[config.mk]
export PLATFORM = sky130hd
export DESIGN_NAME = arbitro_escritura_br_flat
export DESIGN_NICKNAME = d
export VERILOG_FILES = /design/src/rtl/arbitro_escritura_br_if.sv /design/src/rtl/arbitro_escritura_br.sv /design/src/flat_wrapper.sv
export SDC_FILE = /design/constraint.sdc
export NUM_CORES = 1
export LEC_CHECK = 0
export BUFFER_PORTS_ARGS = -buffer_cell sky130_fd_sc_hd__buf_2
export CAP_MARGIN = 5
export CORE_ASPECT_RATIO = 0.7
export CORE_MARGIN = 8
export CORE_UTILIZATION = 38
export DETAILED_ROUTE_END_ITERATION = 6
export MAX_ROUTING_LAYER = met4
export PLACE_DENSITY = 0.65
export SYNTH_ARGS = -nofsm -noshare
export SYNTH_HDL_FRONTEND = slang
export SYNTH_SLANG_ARGS = --single-unit
[constraint.sdc]
create_clock -name clk -period 2.8 [get_ports clk]
set_input_delay 0.14 -clock clk [delete_from_list [all_inputs] [get_ports clk]]
set_output_delay 0.14 -clock clk [all_outputs]
set_load 0.02 [all_outputs]
[src/rtl/arbitro_escritura_br_if.sv]
// arbitro_escritura_br_if: two writeback requesters plus the register-bank write port
interface arbitro_escritura_br_if #(
  parameter int DATA_W = 32,
  parameter int ADDR_W = 5
);
  logic                 req0_valid;
  logic [ADDR_W-1:0]    req0_addr;
  logic [DATA_W-1:0]    req0_data;
  logic                 req0_ready;
  logic                 req1_valid;
  logic [ADDR_W-1:0]    req1_addr;
  logic [DATA_W-1:0]    req1_data;
  logic                 req1_ready;
  logic                 RegWrite;
  logic [ADDR_W-1:0]    AWrite;
  logic [DATA_W-1:0]    DataIn;
  logic [2**ADDR_W-1:0] pend_mask;
  modport master (
    output req0_valid, req0_addr, req0_data, req1_valid, req1_addr, req1_data,
    input  req0_ready, req1_ready, RegWrite, AWrite, DataIn, pend_mask
  );
  modport slave (
    input  req0_valid, req0_addr, req0_data, req1_valid, req1_addr, req1_data,
    output req0_ready, req1_ready, RegWrite, AWrite, DataIn, pend_mask
  );
endinterface

[src/rtl/arbitro_escritura_br.sv]
// arbitro_escritura_br: one-entry buffers per requester, round-robin with age override, single bank write port
module arbitro_escritura_br #(
  parameter int DATA_W = 32,
  parameter int ADDR_W = 5
) (
  input logic clk,
  input logic rst,
  arbitro_escritura_br_if.slave bus
);
  localparam int NREG = 2**ADDR_W;
  logic              full0_q, full0_d, full1_q, full1_d;
  logic              old0_q, old0_d, last_q, last_d, wr_q, wr_d;
  logic [ADDR_W-1:0] addr0_q, addr0_d, addr1_q, addr1_d, aw_q, aw_d;
  logic [DATA_W-1:0] data0_q, data0_d, data1_q, data1_d, dw_q, dw_d;
  logic              grant0, grant1, ready0, ready1, xfer0, xfer1;
  logic [NREG-1:0]   pend;
  // same-address pairs go oldest-first so the bank ends with the newest value
  always_comb begin
    grant0  = full0_q & (!full1_q | ((addr0_q == addr1_q) ? old0_q : last_q));
    grant1  = full1_q & !grant0;
    ready0  = !rst & (!full0_q | grant0);
    ready1  = !rst & (!full1_q | grant1);
    xfer0   = bus.req0_valid & ready0;
    xfer1   = bus.req1_valid & ready1;
    full0_d = xfer0 | (full0_q & !grant0);
    full1_d = xfer1 | (full1_q & !grant1);
    addr0_d = xfer0 ? bus.req0_addr : addr0_q;
    data0_d = xfer0 ? bus.req0_data : data0_q;
    addr1_d = xfer1 ? bus.req1_addr : addr1_q;
    data1_d = xfer1 ? bus.req1_data : data1_q;
    old0_d  = (xfer0 & xfer1) ? 1'b1 : xfer0 ? !(full1_q & !grant1) : xfer1 ? 1'b1 : old0_q;
    last_d  = grant0 ? 1'b0 : grant1 ? 1'b1 : last_q;
    wr_d    = grant0 | grant1;
    aw_d    = grant0 ? addr0_q : grant1 ? addr1_q : aw_q;
    dw_d    = grant0 ? data0_q : grant1 ? data1_q : dw_q;
    pend    = rst ? '0 : (({NREG{full0_q}} & (NREG'(1) << addr0_q)) |
                          ({NREG{full1_q}} & (NREG'(1) << addr1_q)));
  end
  always_ff @(posedge clk) begin
    if (rst) begin
      full0_q <= 1'b0;
      full1_q <= 1'b0;
      old0_q  <= 1'b0;
      last_q  <= 1'b1;
      wr_q    <= 1'b0;
      aw_q    <= '0;
      dw_q    <= '0;
      addr0_q <= '0;
      data0_q <= '0;
      addr1_q <= '0;
      data1_q <= '0;
    end else begin
      full0_q <= full0_d;
      full1_q <= full1_d;
      old0_q  <= old0_d;
      last_q  <= last_d;
      wr_q    <= wr_d;
      aw_q    <= aw_d;
      dw_q    <= dw_d;
      addr0_q <= addr0_d;
      data0_q <= data0_d;
      addr1_q <= addr1_d;
      data1_q <= data1_d;
    end
  end
  assign bus.req0_ready = ready0;
  assign bus.req1_ready = ready1;
  assign bus.RegWrite   = wr_q;
  assign bus.AWrite     = aw_q;
  assign bus.DataIn     = dw_q;
  assign bus.pend_mask  = pend;
endmodule
[src/flat_wrapper.sv]
// flat-port wrapper written by rule: the top's interface ports become plain ports
module arbitro_escritura_br_flat 
#(
  parameter int DATA_W = 32,
  parameter int ADDR_W = 5
)
  (clk, rst, bus_req0_valid, bus_req0_addr, bus_req0_data, bus_req1_valid, bus_req1_addr, bus_req1_data, bus_req0_ready, bus_req1_ready, bus_RegWrite, bus_AWrite, bus_DataIn, bus_pend_mask);
  arbitro_escritura_br_if #(.DATA_W(DATA_W), .ADDR_W(ADDR_W)) bus_i ();
  input logic clk;
  input logic rst;
  input wire logic [$bits(bus_i.req0_valid)-1:0] bus_req0_valid;
  input wire logic [$bits(bus_i.req0_addr)-1:0] bus_req0_addr;
  input wire logic [$bits(bus_i.req0_data)-1:0] bus_req0_data;
  input wire logic [$bits(bus_i.req1_valid)-1:0] bus_req1_valid;
  input wire logic [$bits(bus_i.req1_addr)-1:0] bus_req1_addr;
  input wire logic [$bits(bus_i.req1_data)-1:0] bus_req1_data;
  output wire logic [$bits(bus_i.req0_ready)-1:0] bus_req0_ready;
  output wire logic [$bits(bus_i.req1_ready)-1:0] bus_req1_ready;
  output wire logic [$bits(bus_i.RegWrite)-1:0] bus_RegWrite;
  output wire logic [$bits(bus_i.AWrite)-1:0] bus_AWrite;
  output wire logic [$bits(bus_i.DataIn)-1:0] bus_DataIn;
  output wire logic [$bits(bus_i.pend_mask)-1:0] bus_pend_mask;
  assign bus_i.req0_valid = bus_req0_valid;
  assign bus_i.req0_addr = bus_req0_addr;
  assign bus_i.req0_data = bus_req0_data;
  assign bus_i.req1_valid = bus_req1_valid;
  assign bus_i.req1_addr = bus_req1_addr;
  assign bus_i.req1_data = bus_req1_data;
  assign bus_req0_ready = bus_i.req0_ready;
  assign bus_req1_ready = bus_i.req1_ready;
  assign bus_RegWrite = bus_i.RegWrite;
  assign bus_AWrite = bus_i.AWrite;
  assign bus_DataIn = bus_i.DataIn;
  assign bus_pend_mask = bus_i.pend_mask;
  arbitro_escritura_br #(.DATA_W(DATA_W), .ADDR_W(ADDR_W)) u_core (.clk(clk), .rst(rst), .bus(bus_i));
endmodule
==> impl_metrics.csv <==
group,metric,value,unit
critical_path,timing.reg2reg.worst_path_depth,6,
place,dp.final_hpwl,12.7,mm
layout,area_growth,31.8,%
global_route,grt.met3_usage,0.0434,
global_route,initial_antenna_violation_count,0,
critical_path,path_delay_family,"compound AO/OA/AOI/OAI gates",
pwr,cellPowerDensity,602,mW/mm^2
global_route,grt_util_all_layers,0.195,
logic_synthesis,syn-mean-instance-area,8.55,um^2
route,detail_route.iter0.violations,474,
floorplanning,dieArea,0.0196,mm^2
critical_path,critical_path_required,2.66,ns
timing,worst_slew_margin_rel,0.335,
clock_network,cts_resized,0,
place,place.gp.congestion,0.844,
critical_path,worst_setup_path_start_kind,"flip-flop",
global_route,gr-usage-met1,0.278,
route,detail_route.vias_per_cell,5.54,
clock_network,cts_buffers,17,
clock_network,cts_tree,"done",
global_route,grt.overflow.total,0,
timing,final_hold_viol_count,0,
critical_path,crit_path_max_fanout,41,
place,port-buffer-count,149,
layout,final_util,0.503,
timing,finClkSkew,0.0131,ns
logic_synthesis,synth_edf_count,0,
timing,tns,0,ns
critical_path,worst_setup_path_endpoint,"bus_req1_ready",
critical_path,crit_path_launch,"u_core.addr1_q[1]",
timing,final-setup-viol-count,0,
route,drcViolationCount,0,
layout,post_route_cells_drive_above_1_share,0.295,
logic_synthesis,yosys_warnings,0,
global_route,pin_count_of_the_biggest_net_entering_global_routing,47,
global_route,grtUsageMet2,0.274,
worst_hold_path,worst_hold_startpoint,"bus_req1_data[28]",
clock_network,clock_latency,0.41,ns
logic_synthesis,synthDistinctLibCells,48,
floorplanning,floorplan.core_area,0.0153,mm^2
clock_network,clockBufferDepth,2,
floorplanning,effective_utilization_at_floorplan,0.382,
critical_path,critical_path_buf_inv_count,1,
timing,post-route-period-util,0.930,
logic_synthesis,asyncSetResetFlopFracSynth,0,
critical_path,timing.setup.critical_path_class,"flip-flop to output pin",
layout,finish.net_count,919,
timing,tightest_slew,0.995,ns
place,placed_cells,987,
logic_synthesis,synth.net_count,759,
logic_synthesis,synth.yosys.seq_area_share,0.399,
worst_hold_path,hold_path.class,"input pin to flip-flop",
route,totalWireLength,19.0,mm
pwr,power.leakage,3.19,nW
critical_path,crit-reg2reg-launch,"u_core.addr0_q[2]",
route,firstDrtPassIters,5,
layout,instances_no_fill,1054,
critical_path,crit_chain,"xnor2_1, and2_4, a21boi_4, o21bai_1, nor2b_1, buf_2",
timing,final-max-slew-violation-count,0,
critical_path,critPathSlowestCell,"sky130_fd_sc_hd__a21boi_4",
timing,max_freq,384,MHz
worst_hold_path,min_delay_path_depth,3,
pwr,power.total,4.62,mW
layout,commonest_non_fill_non_tap_cell_in_the_layout,"sky130_fd_sc_hd__buf_2",
global_route,busiest_layer,"met1",
critical_path,crit_path_end_kind,"output pin",
route,drtAntennaViolNets,0,
critical_path,worst_r2r_endpoint,"u_core.addr0_q[4]",
logic_synthesis,postSynth.topFlopCell,"sky130_fd_sc_hd__dfxtp_1",
layout,layout_common_cells,"sky130_fd_sc_hd__buf_2 (148), sky130_fd_sc_hd__dfxtp_1 (116), sky130_fd_sc_hd__nand2_1 (80), sky130_fd_sc_hd__nor2_1 (75), sky130_fd_sc_hd__a21oi_1 (49)",
route,wire_per_inst,18.0,um
place,place_worst_setup_slack,0.651,ns
timing,min_period,2.60,ns
layout,final_area,0.00768,mm^2
timing,rsz0062_at_grt,"false",
timing,hold-worst-slack,0.0163,ns
status,status,"complete, no violations",
global_route,grt_pass1_vias,5609,
clock_network,cts.htree.levels,4,
layout,nFillCells,1444,
clock_network,cts.repair_timing.setup_buffer_count,0,
clock_network,clk_pin_slew,0.06,ns
logic_synthesis,cell_area_after_technology_mapping,0.00583,mm^2
timing,timing.final.ws_setup,0.196,ns
route,dr_total_vias,5835,
critical_path,max_stage_delay,0.79,ns
logic_synthesis,ys_ff_latch,116,
critical_path,r2r_setup_slack,0.68,ns
run,max_cap_violations,0,
critical_path,crit_cells,6,
layout,ant_cells,0,
pwr,irDropWorstVdd,0.370,mV
floorplanning,die_x,164,um
floorplanning,io_pins,150,
clock_network,clock-root-buffer,"sky130_fd_sc_hd__clkbuf_16",
floorplanning,die_y,120,um
logic_synthesis,count_of_mapped_cells_out_of_synthesis,681,
floorplanning,rows,38,
critical_path,critical_path_arrival,2.46,ns
clock_network,numClockSinks,116,
place,place_area,0.00675,mm^2
global_route,grt_pass1_wl,30.2,mm
## worst reg2reg max path, delay by kind of cell, from the launching register on
kind	cells	cell delay (ns)
AOI/OAI and AO/OA	2	0.37
xor gates and xnor gates	1	0.27
buffers and inverters	1	0.30
DFF	1	0.32
and+or+nand+nor	2	0.78
## state kept, by name, summed over array words and instances (netlist names), 5 cells and up
name and cells:
u_core.addr0_q 5, u_core.bus.AWrite 5, u_core.data0_q 32, u_core.bus.DataIn 32
u_core.data1_q 32, u_core.addr1_q 5
## worst min-delay path by stage
stage / endpoint
3_3_place_gp: u_core.data1_q[8]
5_1_grt: u_core.data1_q[28]
6_report: u_core.data1_q[28]
2_1_floorplan: u_core.data1_q[0]
4_1_cts: u_core.addr1_q[4]
3_5_place_dp: u_core.data1_q[9]
## Yosys cell counts, types with 2 or more instances
cell type / instances / area (um^2)
sky130_fd_sc_hd__o21ai_1: 5 / 25.0
sky130_fd_sc_hd__a22oi_1: 16 / 120
sky130_fd_sc_hd__buf_12: 3 / 60.1
sky130_fd_sc_hd__nor3b_1: 4 / 30.0
sky130_fd_sc_hd__o21ai_0: 33 / 165
sky130_fd_sc_hd__nand3_1: 12 / 60.1
sky130_fd_sc_hd__a31oi_1: 4 / 25.0
sky130_fd_sc_hd__nor4b_1: 3 / 26.3
sky130_fd_sc_hd__dfxtp_1: 116 / 2320
sky130_fd_sc_hd__inv_1: 3 / 11.3
sky130_fd_sc_hd__nor3_1: 8 / 40.0
sky130_fd_sc_hd__o311ai_0: 37 / 324
sky130_fd_sc_hd__and3b_1: 2 / 17.5
sky130_fd_sc_hd__buf_6: 4 / 45.0
sky130_fd_sc_hd__buf_1: 2 / 7.51
sky130_fd_sc_hd__nor2_1: 76 / 285
sky130_fd_sc_hd__xnor2_1: 5 / 43.8
sky130_fd_sc_hd__nor4_1: 3 / 18.8
sky130_fd_sc_hd__a32oi_1: 4 / 35.0
sky130_fd_sc_hd__o211ai_1: 44 / 330
sky130_fd_sc_hd__mux2i_1: 37 / 370
sky130_fd_sc_hd__clkbuf_1: 52 / 195
sky130_fd_sc_hd__buf_2: 14 / 70.1
sky130_fd_sc_hd__o211ai_2: 30 / 375
sky130_fd_sc_hd__and3_1: 4 / 25.0
sky130_fd_sc_hd__nor2b_1: 9 / 56.3
sky130_fd_sc_hd__a21oi_1: 49 / 245
sky130_fd_sc_hd__nand2b_1: 3 / 18.8
sky130_fd_sc_hd__nand2_1: 80 / 300
## layout make-up
cell class	count	area, um^2	share of cell area
clock buffers	20	447	0.0582
clock inverters	12	131	0.0171
inverters	3	11.3	0.00147
multi-input cells	486	3160	0.411
flip-flops and latches	116	2320	0.302
well taps	200	250	0.0326
repair buffers	217	1360	0.177
## kinds of logic (layout without fill, tap and decap cells)
family	after synthesis	in the layout	synth area share
AOI/OAI and AO/OA	231	231	0.299
and+or+nand+nor	211	211	0.160
muxes	38	38	0.0655
buffers and inverters	79	252	0.0677
DFF	116	116	0.399
xor gates and xnor gates	6	6	0.00902
## layer usage
metal  routed length, um  vias up
met5                   0        -
met4                  79        0
met3                1380        8
met2                8130      230
met1                9390     2760
li1                    -     2837
## power by group
part / leakage [nW] / total, mW / internal, mW / switching (mW)
combinational: 1.96 / 0.700 / 0.261 / 0.439
sequential: 0.952 / 1.81 / 1.75 / 0.0575
clock: 0.272 / 2.11 / 1.33 / 0.780
## repair_timing
action                                  CTS  global route
endpoints found under the setup margin    0             0
hold buffers                             35             0
endpoints found under the hold margin    35             0
No activity file was read; power rests on OpenSTA's default activity.
